File: src/rtl/router_port_ingress_pkg.sv
// Shared types for the router local-port ingress block.
// The flit width and buffer depth defaults live here.
// The framing FSM state encoding also lives here.
package router_pkg;

    localparam int DEF_FLIT_WIDTH   = 32;
    localparam int DEF_BUFFER_DEPTH = 4;
    localparam int SIZE_FIELD_W     = 16;

    typedef logic [DEF_FLIT_WIDTH-1:0] flit_t;

    typedef enum logic [1:0] {
        S_HEADER  = 2'd0,
        S_SIZE    = 2'd1,
        S_PAYLOAD = 2'd2
    } ingress_state_e;

endpackage

File: src/rtl/router_port_ingress_if.sv
// Framed flit stream from the ingress port to the crossbar/arbiter.
// The master drives valid/data/sof/eof and the slave returns ready.
interface router_port_ingress_if #(
    parameter int FLIT_WIDTH = 32
) ();
    logic                  out_valid;
    logic [FLIT_WIDTH-1:0] out_data;
    logic                  out_sof;
    logic                  out_eof;
    logic                  out_ready;

    modport master (output out_valid, output out_data, output out_sof, output out_eof, input out_ready);
    modport slave  (input  out_valid, input  out_data, input  out_sof, input  out_eof, output out_ready);
endinterface

File: src/rtl/router_port_ingress_fifo.sv
// Circular flit buffer with a fall-through head.
// The push and pop requests are qualified internally by full and empty.
// rdata reads as zero while the buffer is empty, so the head never shows stale data.
module ingress_fifo #(
    parameter int W     = 32,
    parameter int DEPTH = 4
) (
    input  logic         clock,
    input  logic         reset,
    input  logic         push,
    input  logic [W-1:0] wdata,
    input  logic         pop,
    output logic [W-1:0] rdata,
    output logic         full,
    output logic         empty
);
    localparam int AW = $clog2(DEPTH);
    localparam int CW = AW + 1;

    logic [W-1:0]  mem [DEPTH];
    logic [AW-1:0] wr_ptr, rd_ptr;
    logic [CW-1:0] count;
    logic          push_ok, pop_ok;

    assign full    = (count == CW'(DEPTH));
    assign empty   = (count == '0);
    assign push_ok = push && !full;
    assign pop_ok  = pop && !empty;
    assign rdata   = empty ? '0 : mem[rd_ptr];

    // Pointer and occupancy bookkeeping; the pointers wrap naturally because the depth is a power of two.
    always_ff @(posedge clock) begin
        if (!reset) begin
            wr_ptr <= '0;
            rd_ptr <= '0;
            count  <= '0;
        end else begin
            if (push_ok) wr_ptr <= wr_ptr + 1'b1;
            if (pop_ok)  rd_ptr <= rd_ptr + 1'b1;
            case ({push_ok, pop_ok})
                2'b10:   count <= count + 1'b1;
                2'b01:   count <= count - 1'b1;
                default: count <= count;
            endcase
        end
    end

    // Storage array; it has no reset because the pointers define which entries are live.
    always_ff @(posedge clock) begin
        if (push_ok) mem[wr_ptr] <= wdata;
    end
endmodule

File: src/rtl/router_port_ingress.sv
// Router local-port ingress: credit-based receive FIFO plus packet framing.
// A packet is one header flit, one size flit, and then SIZE payload flits.
// Optional stats counters are built when ROUTER_INGRESS_STATS_EN is defined.
module router_port_ingress
    import router_pkg::*;
#(
    parameter int FLIT_WIDTH   = DEF_FLIT_WIDTH,
    parameter int BUFFER_DEPTH = DEF_BUFFER_DEPTH
) (
    input  logic                     clock,
    input  logic                     reset,
    input  logic                     rx_in,
    input  logic [FLIT_WIDTH-1:0]    data_in,
    output logic                     credit_out,
    router_port_ingress_if.master    out_if,
    output logic [15:0]              stat_pkts,
    output logic [15:0]              stat_drops
);
    logic                    fifo_full, fifo_empty;
    logic [FLIT_WIDTH-1:0]   head;
    logic                    pop_fire;
    ingress_state_e          state;
    logic [SIZE_FIELD_W-1:0] rem;
    logic [SIZE_FIELD_W-1:0] size_fld;

    ingress_fifo #(.W(FLIT_WIDTH), .DEPTH(BUFFER_DEPTH)) u_fifo (
        .clock (clock),
        .reset (reset),
        .push  (rx_in),
        .wdata (data_in),
        .pop   (out_if.out_ready),
        .rdata (head),
        .full  (fifo_full),
        .empty (fifo_empty)
    );

    // Credit follows the registered count only, so a same-cycle pop does not reopen it early.
    assign credit_out       = !fifo_full;
    assign out_if.out_valid = !fifo_empty;
    assign out_if.out_data  = head;
    assign pop_fire         = out_if.out_valid && out_if.out_ready;
    assign size_fld         = head[SIZE_FIELD_W-1:0];

    // Frame markers are decoded from the state and the remaining count, and are gated by valid.
    always_comb begin
        out_if.out_sof = 1'b0;
        out_if.out_eof = 1'b0;
        if (out_if.out_valid) begin
            case (state)
                S_HEADER:  out_if.out_sof = 1'b1;
                S_SIZE:    out_if.out_eof = (size_fld == '0);
                S_PAYLOAD: out_if.out_eof = (rem == SIZE_FIELD_W'(1));
                default:   out_if.out_sof = 1'b0;
            endcase
        end
    end

    // Framing FSM; it advances only on an accepted flit and holds across an empty FIFO.
    always_ff @(posedge clock) begin
        if (!reset) begin
            state <= S_HEADER;
            rem   <= '0;
        end else if (pop_fire) begin
            case (state)
                S_HEADER: state <= S_SIZE;
                S_SIZE: begin
                    rem   <= size_fld;
                    state <= (size_fld == '0) ? S_HEADER : S_PAYLOAD;
                end
                S_PAYLOAD: begin
                    rem <= rem - 1'b1;
                    if (rem == SIZE_FIELD_W'(1)) state <= S_HEADER;
                end
                default: state <= S_HEADER;
            endcase
        end
    end

`ifdef ROUTER_INGRESS_STATS_EN
    logic [15:0] pkts_q, drops_q;

    // Saturating counters: one counts completed packets and the other counts flits refused while full.
    always_ff @(posedge clock) begin
        if (!reset) begin
            pkts_q  <= '0;
            drops_q <= '0;
        end else begin
            if (pop_fire && out_if.out_eof && pkts_q != 16'hFFFF) pkts_q <= pkts_q + 1'b1;
            if (rx_in && fifo_full && drops_q != 16'hFFFF)        drops_q <= drops_q + 1'b1;
        end
    end

    assign stat_pkts  = pkts_q;
    assign stat_drops = drops_q;
`else
    assign stat_pkts  = '0;
    assign stat_drops = '0;
`endif
endmodule
File: src/flat_wrapper.sv
// flat-port wrapper written by rule: the top's interface ports become plain ports
module router_port_ingress_flat import router_pkg::*;
#(
    parameter int FLIT_WIDTH   = DEF_FLIT_WIDTH,
    parameter int BUFFER_DEPTH = DEF_BUFFER_DEPTH
)
  (clock, reset, rx_in, data_in, credit_out, stat_pkts, stat_drops, out_if_out_valid, out_if_out_data, out_if_out_sof, out_if_out_eof, out_if_out_ready);
  router_port_ingress_if #(.FLIT_WIDTH(FLIT_WIDTH)) out_if_i ();
  input  logic clock;
  input  logic reset;
  input  logic rx_in;
  input  logic [FLIT_WIDTH-1:0] data_in;
  output logic credit_out;
  output logic [15:0] stat_pkts;
  output logic [15:0] stat_drops;
  output wire logic [$bits(out_if_i.out_valid)-1:0] out_if_out_valid;
  output wire logic [$bits(out_if_i.out_data)-1:0] out_if_out_data;
  output wire logic [$bits(out_if_i.out_sof)-1:0] out_if_out_sof;
  output wire logic [$bits(out_if_i.out_eof)-1:0] out_if_out_eof;
  input wire logic [$bits(out_if_i.out_ready)-1:0] out_if_out_ready;
  assign out_if_out_valid = out_if_i.out_valid;
  assign out_if_out_data = out_if_i.out_data;
  assign out_if_out_sof = out_if_i.out_sof;
  assign out_if_out_eof = out_if_i.out_eof;
  assign out_if_i.out_ready = out_if_out_ready;
  router_port_ingress #(.FLIT_WIDTH(FLIT_WIDTH), .BUFFER_DEPTH(BUFFER_DEPTH)) u_core (.clock(clock), .reset(reset), .rx_in(rx_in), .data_in(data_in), .credit_out(credit_out), .out_if(out_if_i), .stat_pkts(stat_pkts), .stat_drops(stat_drops));
endmodule
File: config.mk
export PLATFORM = sky130hd
export DESIGN_NAME = router_port_ingress_flat
export DESIGN_NICKNAME = d
export VERILOG_FILES = /design/src/rtl/router_port_ingress_pkg.sv /design/src/rtl/router_port_ingress_if.sv /design/src/rtl/router_port_ingress_fifo.sv /design/src/rtl/router_port_ingress.sv /design/src/flat_wrapper.sv
export SDC_FILE = /design/constraint.sdc
export NUM_CORES = 1
export LEC_CHECK = 0
export ABC_CLOCK_PERIOD_IN_PS = 2950
export CORE_MARGIN = 3
export CORE_UTILIZATION = 49
export CTS_CLUSTER_SIZE = 25
export DETAILED_ROUTE_END_ITERATION = 12
export GPL_TIMING_DRIVEN = 0
export PLACE_DENSITY = 0.74
export SLEW_MARGIN = 20
export SYNTH_ARGS = -nofsm -noshare
export SYNTH_HDL_FRONTEND = slang
export SYNTH_SLANG_ARGS = --single-unit
File: constraint.sdc
create_clock -name clock -period 2.95 [get_ports clock]
set_input_delay 0.885 -clock clock [delete_from_list [all_inputs] [get_ports clock]]
set_output_delay 0.885 -clock clock [all_outputs]
set_load 0.005 [all_outputs]
==> out/qor.yml <==
outcome: "complete, but fails checks"
violations: "setup timing"
cts_tree: "done"
vias: 4305
hold_end: "u_core.rem[8]"
dp_hpwl_um: 9290
path_cells: "buf_12, mux4_2, nor4_4, and4_4, a22oi_2, nor2_1, buf_2"
die_y_um: 123
cp_max_fo: 5
yosys_warnings: 0
clk_pin_slew_ps: 60
tns_ps: -573
final_common_cell: "edfxtp_1"
path_depth: 7
grt_use_total_pct: 20.7
avgRoutedWirePerCell_um: 18.8
pwr-share-seq_pct: 34.6
swShare_pct: 30.0
layout.cells.non_filler: 788
worst_pin_slew_ps: 699
reg2reg_from: "u_core.u_fifo.count[0]"
placed_cells: 728
rsz0062_at_grt: "yes"
place_area_mm2: 0.00786
syn-instance-count: 446
initialDrtViolationCount: 369
fin_skew_ps: 8.81
r2r-end: "u_core.u_fifo.count[2]"
required_ps: 2070
grt_pass1_wl_um: 23300
startpoint_type: "flop"
synth_flop_cell: "edfxtp_1"
ys_ff_latch: 155
r2r_cells: 11
cts_sinks: 155
stdcell_area_mm2: 0.00887
max_clock_freq_mhz: 295
port_buffers: 71
layout_setup_ws_ps: -435
nets: 647
p_leak_nw: 3.36
intPower_mw: 5.59
area_growth_pct: 32.0
drv_slew: 0
ios: 104
grt_max_degree: 23
overflow: 0
synth_edf_count: 128
seq_area_frac_synth_pct: 65.2
die_x_um: 123
p_sw_mw: 2.40
cp-end-kind: "output port"
ys_types: 49
maxSlewHeadroom_pct: 53.0
antenna_cells: 0
reg2reg_slack_ps: 560
wl_um: 14800
min_period_ps: 3380
crit_slowest_cell: "mux4_2"
antenna_found_initial: 0
clockPowerShare_pct: 26.3
place_congestion: 0.894
setup_viol: 4
ir_drop_v: 0.000524
crit_buf_inv: 2
worstSetupPathType: "reg2out"
layout-drive-gt1-share_pct: 32.7
cap_viol_max_count: 0
cpLargestDelayFamily: "simple AND/OR/NAND/NOR gates"
most-common-layout-cells: "edfxtp_1 (128), buf_4 (48), clkdlybuf4s50_1 (38), mux4_2 (32), conb_1 (32)"
rows: 42
clk_latency_ps: 420
finalHoldViolations: 0
numCtsBuffers: 17
cts-root-buf: "clkbuf_16"
cts_max_level: 4
max_stage_delay_ps: 540
pwr_density_cell_mw_per_mm2: 899
drc: 0
mappedNetlistArea_mm2: 0.00672
clk_path_buf_depth: 2
grt_use_met1_pct: 26.7
gr-usage-met2_pct: 33.3
combPwrFrac_pct: 39.1
min_path_type: "reg2reg"
async_flop_share_pct: 0
dr.pass1.iters: 5
viasPerCell: 5.46
hold_path_depth: 2
arrival_ps: 2500
gr-usage-met3_pct: 6.86
ant_nets: 0
grt_pass1_vias: 4313
grt-busiest-layer: "met2"
avgSynthCellArea_um2: 15.1
whs_ps: 490
die-area_mm2: 0.0152
min_from: "u_core.rem[8]"
preCtsSetupSlack_ps: -1010
finalCritPeriodShare_pct: 115
fp.coreArea_mm2: 0.0133
start_util_pct: 50.4
power by group through the flow:
stage               Sequential (mW)  Combinational, mW  Clock, mW
floorplan                      2.75               1.42          0
global placement               2.77               2.47          0
detailed placement             2.77               2.53          0
CTS                            2.76               3.03       2.13
global route                   2.79               3.37       2.22
finish                         2.76               3.12       2.10
worst reg2reg max path, cell delays in order (launching register included):
cell and delay (ps):
dfxtp_1 390, nor3_2 70, inv_1 80, clkbuf_4 230, nand2_1 140, inv_1 160, ha_1 200, inv_1 60
fa_1 370, xor2_1 160, or3_1 300, a21oi_1 150
cells in the mapped netlist (3+ instances only):
cell type	number	share of area, %
edfxtp_1	128	57
and2_1	34	3.2
buf_4	33	3.7
mux4_2	32	11
dfxtp_1	27	8.0
nor2_1	24	1.3
a21oi_1	21	1.6
clkbuf_1	18	1.0
inv_1	15	0.84
o21ai_0	14	1.0
nand2_1	11	0.61
ha_1	10	1.9
a211oi_1	6	0.67
nor4_1	6	0.56
and3_1	5	0.47
nand3_1	5	0.37
or3_1	5	0.47
a22oi_1	3	0.34
a41oi_1	3	0.39
nor3_1	3	0.22
o221a_2	3	0.50
xor2_1	3	0.39
layout make-up:
type | count | area, um2
Tap cell | 176 | 220
Sequential cell | 155 | 4390
Clock inverter | 14 | 144
Inverter | 16 | 60.1
Clock buffer | 17 | 425
Multi-Input combinational cell | 252 | 2180
Buffer | 52 | 380
Timing Repair Buffer | 106 | 1070
Fill cell | 967 | 4470
kinds of logic after synthesis:
kind of cell / Yosys count / synth area share (%)
simple gates: 105 / 8.77
fa+ha+maj: 11 / 2.16
buf+inv: 70 / 5.79
compound gates: 67 / 6.63
flops: 155 / 65.2
other cells: 1 / 0.0558
mux: 32 / 10.7
xor+xnor: 5 / 0.652
per-layer routing:
metal  vias to the layer above  wire [um]
met5                         -          0
li1                       1963          -
met4                         0        264
met2                       207       7270
met3                        24       1300
met1                      2111       5980
through the flow:
stage | total power, mW | utilization (%)
detailed placement | 5.31 | 58.9
finish | 7.98 | 66.5
global route | 8.38 | 66.5
global placement | 5.24 | 58.2
CTS | 7.92 | 66.0
floorplan | 4.17 | -
how the worst max path moves through the flow:
stage / startpoint / endpoint
after floorplan: flop / out_if_out_eof
after global placement: flop / out_if_out_eof
after detailed placement: flop / out_if_out_eof
after CTS: flop / out_if_out_eof
after global routing: flop / out_if_out_eof
final: flop / out_if_out_eof
state kept, by name, summed over array words and instances, names as in the netlist, named ones only:
register / cells
u_core.rem: 16
u_core.state: 2
u_core.u_fifo.count: 3
u_core.u_fifo.mem: 128
u_core.u_fifo.rd_ptr: 2
u_core.u_fifo.wr_ptr: 2
timing repair:
item | CTS | global route
hold buffers | 0 | 0
gates cloned | 2 | 0
resized for setup | 111 | 54
setup endpoints to repair | 35 | 30
buffers inserted | 20 | 14
pin swaps | 6 | 6
Note: power is estimated with default switching activity, not from simulation.
